File: config.mk
export PLATFORM = sky130hd
export DESIGN_NAME = adc_ng_detect
export DESIGN_NICKNAME = d
export VERILOG_FILES = /design/src/rtl/adc_ng_detect.sv
export SDC_FILE = /design/constraint.sdc
export NUM_CORES = 1
export LEC_CHECK = 0
export CAP_MARGIN = 40
export CELL_PAD_IN_SITES_DETAIL_PLACEMENT = 2
export CELL_PAD_IN_SITES_GLOBAL_PLACEMENT = 2
export CORE_MARGIN = 2
export CORE_UTILIZATION = 29
export DETAILED_ROUTE_END_ITERATION = 6
export PLACE_DENSITY_LB_ADDON = 0.08
export SLEW_MARGIN = 0
export SYNTH_ARGS = -nofsm -noshare
export SYNTH_HDL_FRONTEND = slang
export SYNTH_SLANG_ARGS = --single-unit
File: constraint.sdc
create_clock -name clk -period 4.6 [get_ports clk]
set_clock_uncertainty 0.1 [all_clocks]
set_input_delay 1.15 -clock clk [delete_from_list [all_inputs] [get_ports clk]]
set_output_delay 1.15 -clock clk [all_outputs]
set_load 0.02 [all_outputs]
File: src/rtl/adc_ng_detect.sv
// Noise-gate detector for one ADC monitor channel. It closes the gate after a
// run of quiet samples, can then request analog power-down, and reopens on a
// loud sample or on the analog signal-detect comparator.
module adc_ng_detect #(
  parameter int SW = 16,
  parameter int HW = 12,
  parameter int DW = 8
) (
  input  logic                 clk,
  input  logic                 rsb,
  input  logic                 sample_valid,
  input  logic signed [SW-1:0] sample,
  input  logic                 powered_up,
  input  logic                 sig_det_ana,
  input  logic                 cp_ng_en,
  input  logic [SW-2:0]        cp_ng_thresh_lo,
  input  logic [SW-2:0]        cp_ng_thresh_hi,
  input  logic [HW-1:0]        cp_ng_hold_cnt,
  input  logic                 cp_ng_pdn_en,
  input  logic [DW-1:0]        cp_ng_pdn_dly,
  output logic                 ng_active,
  output logic                 ng_pdn_ana,
  output logic [1:0]           ng_state
);

  // state | meaning
  // OFF   | gate disabled, counters held at 0
  // OPEN  | enabled, waiting for the first quiet sample
  // HOLD  | counting consecutive quiet samples in q_cnt
  // GATED | gate closed, p_cnt runs toward the power-down delay
  typedef enum logic [1:0] {
    ST_OFF   = 2'd0,
    ST_OPEN  = 2'd1,
    ST_HOLD  = 2'd2,
    ST_GATED = 2'd3
  } state_t;

  state_t        state_q, state_d;
  logic [HW-1:0] q_cnt_q, q_cnt_d;
  logic [DW-1:0] p_cnt_q, p_cnt_d;
  logic          ng_active_q, ng_active_d;
  logic          ng_pdn_q, ng_pdn_d;
  logic          sd_meta_q, sd_meta_d;
  logic          sig_det_s_q, sig_det_s_d;

  logic [SW-1:0] neg_s;
  logic [SW-2:0] mag;
  logic          is_min;
  logic          quiet;
  logic          loud;
  logic [HW-1:0] hold_eff;
  logic [HW-1:0] q_inc;
  logic [DW-1:0] p_nxt;

  // Most-negative sample has no positive twin; clamp it to full scale.
  always_comb begin
    neg_s  = -sample;
    is_min = (sample == {1'b1, {(SW-1){1'b0}}});
    if (!sample[SW-1]) begin
      mag = sample[SW-2:0];
    end else if (is_min) begin
      mag = '1;
    end else begin
      mag = neg_s[SW-2:0];
    end
  end

  always_comb begin
    quiet    = (mag < cp_ng_thresh_lo);
    loud     = (mag >= cp_ng_thresh_hi);
    hold_eff = (cp_ng_hold_cnt == '0) ? HW'(1) : cp_ng_hold_cnt;
    q_inc    = (&q_cnt_q) ? q_cnt_q : q_cnt_q + HW'(1);
    // Clamp rather than hold so a lowered delay still reaches equality.
    p_nxt    = (p_cnt_q >= cp_ng_pdn_dly) ? cp_ng_pdn_dly : p_cnt_q + DW'(1);
  end

  always_comb begin
    sd_meta_d   = sig_det_ana;
    sig_det_s_d = sd_meta_q;
  end

  always_comb begin
    state_d = state_q;
    q_cnt_d = q_cnt_q;
    p_cnt_d = p_cnt_q;
    if (!cp_ng_en) begin
      state_d = ST_OFF;
      q_cnt_d = '0;
      p_cnt_d = '0;
    end else begin
      unique case (state_q)
        ST_OFF: begin
          state_d = ST_OPEN;
          q_cnt_d = '0;
          p_cnt_d = '0;
        end
        ST_OPEN: begin
          if (sample_valid && quiet && powered_up) begin
            q_cnt_d = HW'(1);
            state_d = (hold_eff == HW'(1)) ? ST_GATED : ST_HOLD;
          end
        end
        ST_HOLD: begin
          if (!powered_up) begin
            state_d = ST_OPEN;
            q_cnt_d = '0;
          end else if (sample_valid) begin
            if (quiet) begin
              q_cnt_d = q_inc;
              if (q_inc >= hold_eff) state_d = ST_GATED;
            end else begin
              state_d = ST_OPEN;
              q_cnt_d = '0;
            end
          end
        end
        ST_GATED: begin
          // Loud wins over quiet here even when the thresholds overlap.
          if ((sample_valid && loud) || sig_det_s_q) begin
            state_d = ST_OPEN;
            q_cnt_d = '0;
            p_cnt_d = '0;
          end else begin
            p_cnt_d = p_nxt;
          end
        end
        default: begin
          state_d = ST_OFF;
          q_cnt_d = '0;
          p_cnt_d = '0;
        end
      endcase
    end
  end

  always_comb begin
    ng_active_d = (state_d == ST_GATED);
    ng_pdn_d    = (state_d == ST_GATED) && cp_ng_pdn_en && (p_cnt_d == cp_ng_pdn_dly);
  end

  always_ff @(posedge clk or negedge rsb) begin
    if (!rsb) begin
      state_q     <= ST_OFF;
      q_cnt_q     <= '0;
      p_cnt_q     <= '0;
      ng_active_q <= 1'b0;
      ng_pdn_q    <= 1'b0;
      sd_meta_q   <= 1'b0;
      sig_det_s_q <= 1'b0;
    end else begin
      state_q     <= state_d;
      q_cnt_q     <= q_cnt_d;
      p_cnt_q     <= p_cnt_d;
      ng_active_q <= ng_active_d;
      ng_pdn_q    <= ng_pdn_d;
      sd_meta_q   <= sd_meta_d;
      sig_det_s_q <= sig_det_s_d;
    end
  end

  assign ng_active  = ng_active_q;
  assign ng_pdn_ana = ng_pdn_q;
  assign ng_state   = state_q;

endmodule

# --- After elaboration in Yosys (flattened, before gate mapping) ---
# Index checks and enable logic that the tools add are counted.
# Widths: inputs -> output; s select.
op_classes:
  add_sub_neg: 3
  n_lt_le_gt_ge: 4
  eq_ne: 10
  mux: 24
  reduce_logical: 10
op_table:
  columns: ["operator", "n"]
  rows:
  - ["$mux 12", 8]
  - ["$pmux 12 s4", 1]
  - ["$mux 15", 2]
  - ["$mux 8", 3]
  - ["$eq 16x16->1 const B", 1]
  - ["$pmux 8 s2", 1]
  - ["$ge 15x15->1", 1]
  - ["$lt 15x15->1", 1]
  - ["$neg 15->15", 1]
  - ["$mux 2", 7]
  - ["$add 12x1->12 const B", 1]
  - ["$eq 12x1->1 const B", 1]
  - ["$ge 12x12->1", 1]
  - ["$logic_not 12->1", 1]
  - ["$reduce_and 12->1", 1]
  - ["$add 8x1->8 const B", 1]
  - ["$eq 8x8->1", 1]
  - ["$ge 8x8->1", 1]
  - ["$pmux 2 s4", 1]
  - ["$eq 2x2->1 const B", 3]
  - ["$ne 3x3->1 const B", 2]
  - ["$logic_and 1x1->1", 5]
  - ["$ne 4x4->1 const B", 1]
  - ["$reduce_and 3->1", 1]
  - ["4 further kinds", 4]
word_totals:
  reg_bits: 26
  elab_cells: 58

# --- Logic depth before layout (Yosys ltp) ---
depth:
  word_depth: 12
  ltp_mapped: 18
  mapped_depth_nobuf: 16

# --- Least setup slack after synthesis ---
# OpenSTA, ideal clock, no wires.
synth_timing:
  path_kind: "input port to flip-flop"
  startpoint: "input sample[0]"
  endpoint: "register q_cnt_q[10]"
  setup_ns: 0.127
  t_arrival_ns: 4.353
  required_time_ns: 4.373
  slack_ns: 0.020
  cell_stages: 17
  cell_sequence: "inv_1 ha_1 nor4b_1 nand2_1 nor3_1 nand3b_1 clkbuf_1 nand2_1 ha_1 a211oi_2 o21ai_1 a221o_1 nor4b_4 o21ai_1 a21oi_2 clkbuf_2 o21ai_0"
synth_between:
  elab_chain_len: 9
  elab_cells_between_ends: 18
  cone_classes: "add/sub: 1; order compare: 2; eq/ne: 3; mux: 7; reduce/logical: 5"
synth_rtl:
  columns: ["item", "line", "source"]
  rows:
  - ["from (decl)", "12", "input logic signed [SW-1:0] sample,"]
  - ["$neg 15->15 or $eq 16x16->1 (tied branches)", "57, 58", null]
  - ["$mux 15", "61", "end else if (is_min) begin"]
  - ["$mux 15 (*)", "59", "if (!sample[SW-1]) begin"]
  - ["$lt 15x15->1", "69", "quiet = (mag < cp_ng_thresh_lo);"]
  - ["$mux 12", "108", "if (quiet) begin"]
  - ["$mux 12", "107", "end else if (sample_valid) begin"]
  - ["$mux 12", "104", "if (!powered_up) begin"]
  - ["$pmux 12 s4", "91", "unique case (state_q)"]
  - ["$mux 12", "86", "if (!cp_ng_en) begin"]
  - ["to (signal assigned)", "152", "q_cnt_q <= q_cnt_d;"]
  - ["to (decl)", "39", "logic [HW-1:0] q_cnt_q, q_cnt_d;"]
# Every way passes the cells marked *; elsewhere a longest branch is shown, timed or not. The select of a mux whose other input is x is not followed.
# A chain may end at the register's enable or synchronous reset.

# --- Worst setup path in the final report ---
layout_timing:
  startpoint: "input sample[0]"
  endpoint: "register ng_pdn_q (netlist: ng_pdn_ana)"
layout_between:
  elab_chain_len: 12
  elab_cells_between_ends: 24
  cone_classes: "add/sub: 1; order compare: 2; eq/ne: 3; mux: 12; reduce/logical: 6"
layout_rtl:
  columns: ["item", "line", "source"]
  rows:
  - ["$neg 15->15 or $eq 16x16->1 (tied branches)", "57, 58", null]
  - ["$mux 15", "61", null]
  - ["$mux 15 (*)", "59", null]
  - ["$lt 15x15->1 or $ge 15x15->1 (tied branches)", "69, 70", null]
  - ["$mux 2, or another cell as far along", "108", null]
  - ["$mux 2, or another cell as far along", "107", null]
  - ["$mux 2, on equally long branches", "104, 119, 98", null]
  - ["$pmux 2 s4 (*)", "91", null]
  - ["$mux 2 (*)", "86", null]
  - ["net state_d[1]", "38", "state_t state_q, state_d;"]
  - ["$eq 2x2->1 (*)", null, null]
  - ["net ng_active_d", "41", "logic ng_active_q, ng_active_d;"]
  - ["$logic_and 1x1->1 (*) (2 in a row)", "138", "ng_pdn_d = (state_d == ST_GATED) && cp_ng_pdn_en && (p_cnt_d == cp_ng_pdn_dly);"]
  - ["net ng_pdn_d", "42", "logic ng_pdn_q, ng_pdn_d;"]
  - ["to (signal assigned)", "155", "ng_pdn_q <= ng_pdn_d;"]
  - ["to (decl)", "42", null]
# Mark *: on every way through the listed nets, which the timed path passes. The rest lies on a longest branch.

==> metrics.txt <==
status complete, but fails checks; failing checks setup timing; final hold vios 0; CTS Sinks 26; CP endpoint kind flop; CP arrival 4.70 ns; Setup Viol. Count Final 2; sequential power share 26.2%; Max-Cap Viols 0; FMAX 215.5 MHz; total net switching power 0.0002919 W; Hold Buf Count CTS 0; GRT Util Overall 21.86%; CP max stage cell or4_4; RSZ-0062 raised after global routing yes; Final period util 100.9%; Least-Margin Pin Slew 0.8851 ns; Num CTS Buffers 3; vias in the first global route 4626; combinational share of power 43.6%; Mapped Cells 504; most common cell in the netlist nand2_1; sequential fraction of the synthesis area 17.63%; Rel. slew slack 39.47%; pin count of the biggest net entering global routing 27; first-pass GRT wire length 23550 um; Syn Nets 634; Final TNS setup -0.07327 ns; Worst EP required 4.66 ns; largest cells by area after synthesis ha_1 (19%), dfrtp_1 (18%), o21ai_0 (6.8%); ANT nets after route 0; clock share of power 30.2%; grt total ovfl 0; area added between synthesis and finish 50.29%; routability-driven placement congestion ratio 0.8245; worst hold margin 0.2591 ns; die width 116.8 um; Switching Fraction 32.74%; maximum vdd drop 0.1191 mV; worst hold stages 0; Pint 0.0005998 W; DRT iter0 DRCs 145; Rows 41; Final WS setup -0.04067 ns; routed length per placed instance 19.19 um; initial cell density of the core 29.48%; Final min period 4.641 ns; Critical R2R Capture ng_pdn_ana; worst r2r src q_cnt_q[0]; Worst Hold Launch sd_meta_q; Critical path buffers and inverters 5; drt via density 5.373; maximum clock path buffer count 2; Setup CP Type primary input to flop; Startpoint Class primary input; Die Y 116.8 um; Core ar. 0.01252 mm2; Synth warnings 0; Power, Total 0.0008917 W; die area 0.01364 mm2; CTS tree yes; Worst Path Max Fanout 7; CTS HTree Levels 1; HP Class flop to flop; FF-to-FF setup slack 0.64 ns; initial antenna violation count 0; Post-synth top cells nand2_1 (66), ha_1 (57), inv_1 (57), o21ai_0 (50), nor2_1 (28); power density over the cells 160.8 mW/mm2; hpwl dp 11400 um; Final nets 760; layout cells sized above 1 20.35%; Reg clk slew, reported paths 0.08 ns; synthesized cell area 0.003690 mm2; Synth Register Bits 26; Distinct cells, synth 58; TritonRoute pass-1 iters 4; Diodes inserted 0; Total Wirelength 15370 um; CP max stage delay 0.59 ns; Post-synth ARST share 100.0%; critical-path cell list clkbuf_2 > inv_2 > ha_4 > nor4b_4 > nand2_4 > buf_6 > nor3_4 > nand3b_1 > buf_6 > buf_4 > nand2_4 > ha_4 > nand4_1 > or4_4 > a31oi_4 > nor4b_4 > a21o_1 > a41o_1 > and2_4 > and4bb_1; Leak Pwr 2.531 nW; vias 4304; Synth top area share 19.33%; fin. max-slew vios 0; worst r2r path cells 15; port bufs 76; Top delay family on crit path simple AND/OR/NAND/NOR gates; Synth Flop Type dfrtp_1; area leader, netlist ha_1; clk_lat worst skew 0.27 ns; worst hold endpoint sig_det_s_q; EDFF count, synth 0; syn_area_per_cell 7.321 um2; number of remaining DRC errors 0; I/O Pins 77; CTS Root Cell clkbuf_16
## worst max path at each step
| stage | start | to | slack, ns | cells past startpoint |
|---|---|---|---|---|
| global route | sample[0] | ng_pdn_ana | -0.23 | 20 |
| CTS | sample[7] | ng_pdn_ana | 0.008 | 19 |
| floorplan | sample[0] | q_cnt_q[10] | 0.02 | 17 |
| detailed placement | sample[0] | ng_pdn_ana | -0.84 | 18 |
| global placement | sample[0] | ng_pdn_ana | -0.68 | 18 |
| finish | sample[0] | ng_pdn_ana | -0.04 | 20 |
## metrics by stage
stage          utilization, %  area [um2]  setup WS [ns]  std cells
6_report                44.30        5545       -0.04067        801
5_1_grt                 44.30        5545        -0.2344        801
4_1_cts                 42.97        5379       0.008181        792
3_5_place_dp            39.64        4962        -0.8392        781
3_3_place_gp            39.64        4962        -0.6804        781
2_1_floorplan               -        3690        0.02004        504
## sequential cells by signal, indices dropped and copies added, names as in the netlist
signal,flops
ng_pdn_ana,1
ng_active,1
ng_state,2
sd_meta_q,1
q_cnt_q,12
p_cnt_q,8
sig_det_s_q,1
## timing repair
action	4_1_cts	5_1_grt
pin swaps	27	18
endpoints found under the hold margin	0	0
setup endpoints to repair	24	22
gates resized for setup	71	47
cloned	1	3
setup buffers	7	6
## per-layer routing
| metal | global-route usage, % | vias to the layer above | share of wire (%) |
|---|---|---|---|
| met4 | 4.235 | 0 | 1.8 |
| li1 | - | 2047 | - |
| met2 | 42.35 | 89 | 53 |
| met1 | 26.17 | 2144 | 42 |
| met3 | 2.060 | 24 | 2.9 |
| met5 | 0 | - | 0 |
## cell usage in the layout, fill, tap and decap left out, types with 4 or more instances in the layout
cell type / instances
clkdlybuf4s50_1: 65
nand2_1: 56
inv_1: 55
buf_4: 52
ha_1: 47
nor2_1: 27
o21ai_0: 27
dfrtp_1: 26
nand3_1: 24
o21ai_1: 22
a21oi_1: 21
xnor2_1: 15
nand4_1: 13
and3_1: 12
xor2_1: 12
ha_4: 10
nor3_1: 9
buf_6: 7
nor2b_1: 6
nand2_4: 5
nand2_2: 5
clkbuf_16: 5
nor4_1: 4
and2_1: 4
nand2b_1: 4
a211oi_1: 4
clkbuf_2: 4
## logic make-up (layout without fill, tap and decap cells)
logic type               after synthesis  count (layout)  share of synthesized area (%)
XOR/XNOR                              27              27                          6.409
flip-flops                            26              26                          17.63
AO/OA/AOI/OAI                        125             125                          21.87
multiplexers                           3               3                         0.8477
adder cells (fa/ha/maj)               57              57                          19.33
buffers and inverters                 74             199                          7.799
AND/OR/NAND/NOR                      192             192                          26.11
## worst reg2reg max path, cell delays in order (launching register included)
cell and delay, ns:
dfrtp_1 0.46, ha_1 0.28, nand3_1 0.12, nor2_1 0.29, nand3_1 0.41, nand4_1 0.25, xnor2_1 0.21, ha_1 0.31
a211oi_1 0.23, o21ai_0 0.12, a21oi_1 0.18, o21ai_0 0.15, and3_1 0.20, a41o_1 0.22, and2_4 0.16, and4bb_1 0.18
## cell type report
cell class	count	area [um2]
Multi-Input combinational cell	404	3077
Inverter	57	214.0
Sequential cell	26	650.6
Timing Repair Buffer	138	1284
Tap cell	172	215.2
Clock buffer	3	75.07
Clock inverter	1	30.03
Fill cell	1492	6972
## power groups by stage
stage	combinational, W	clock [W]	sequential (W)
4_1_cts	0.000355	0.000273	0.000234
3_3_place_gp	0.000301	0	0.000238
5_1_grt	0.000425	0.000283	0.000234
3_5_place_dp	0.000316	0	0.000238
2_1_floorplan	0.000142	0	0.000239
6_report	0.000389	0.000269	0.000234
Power figures use the tool's default switching activity.
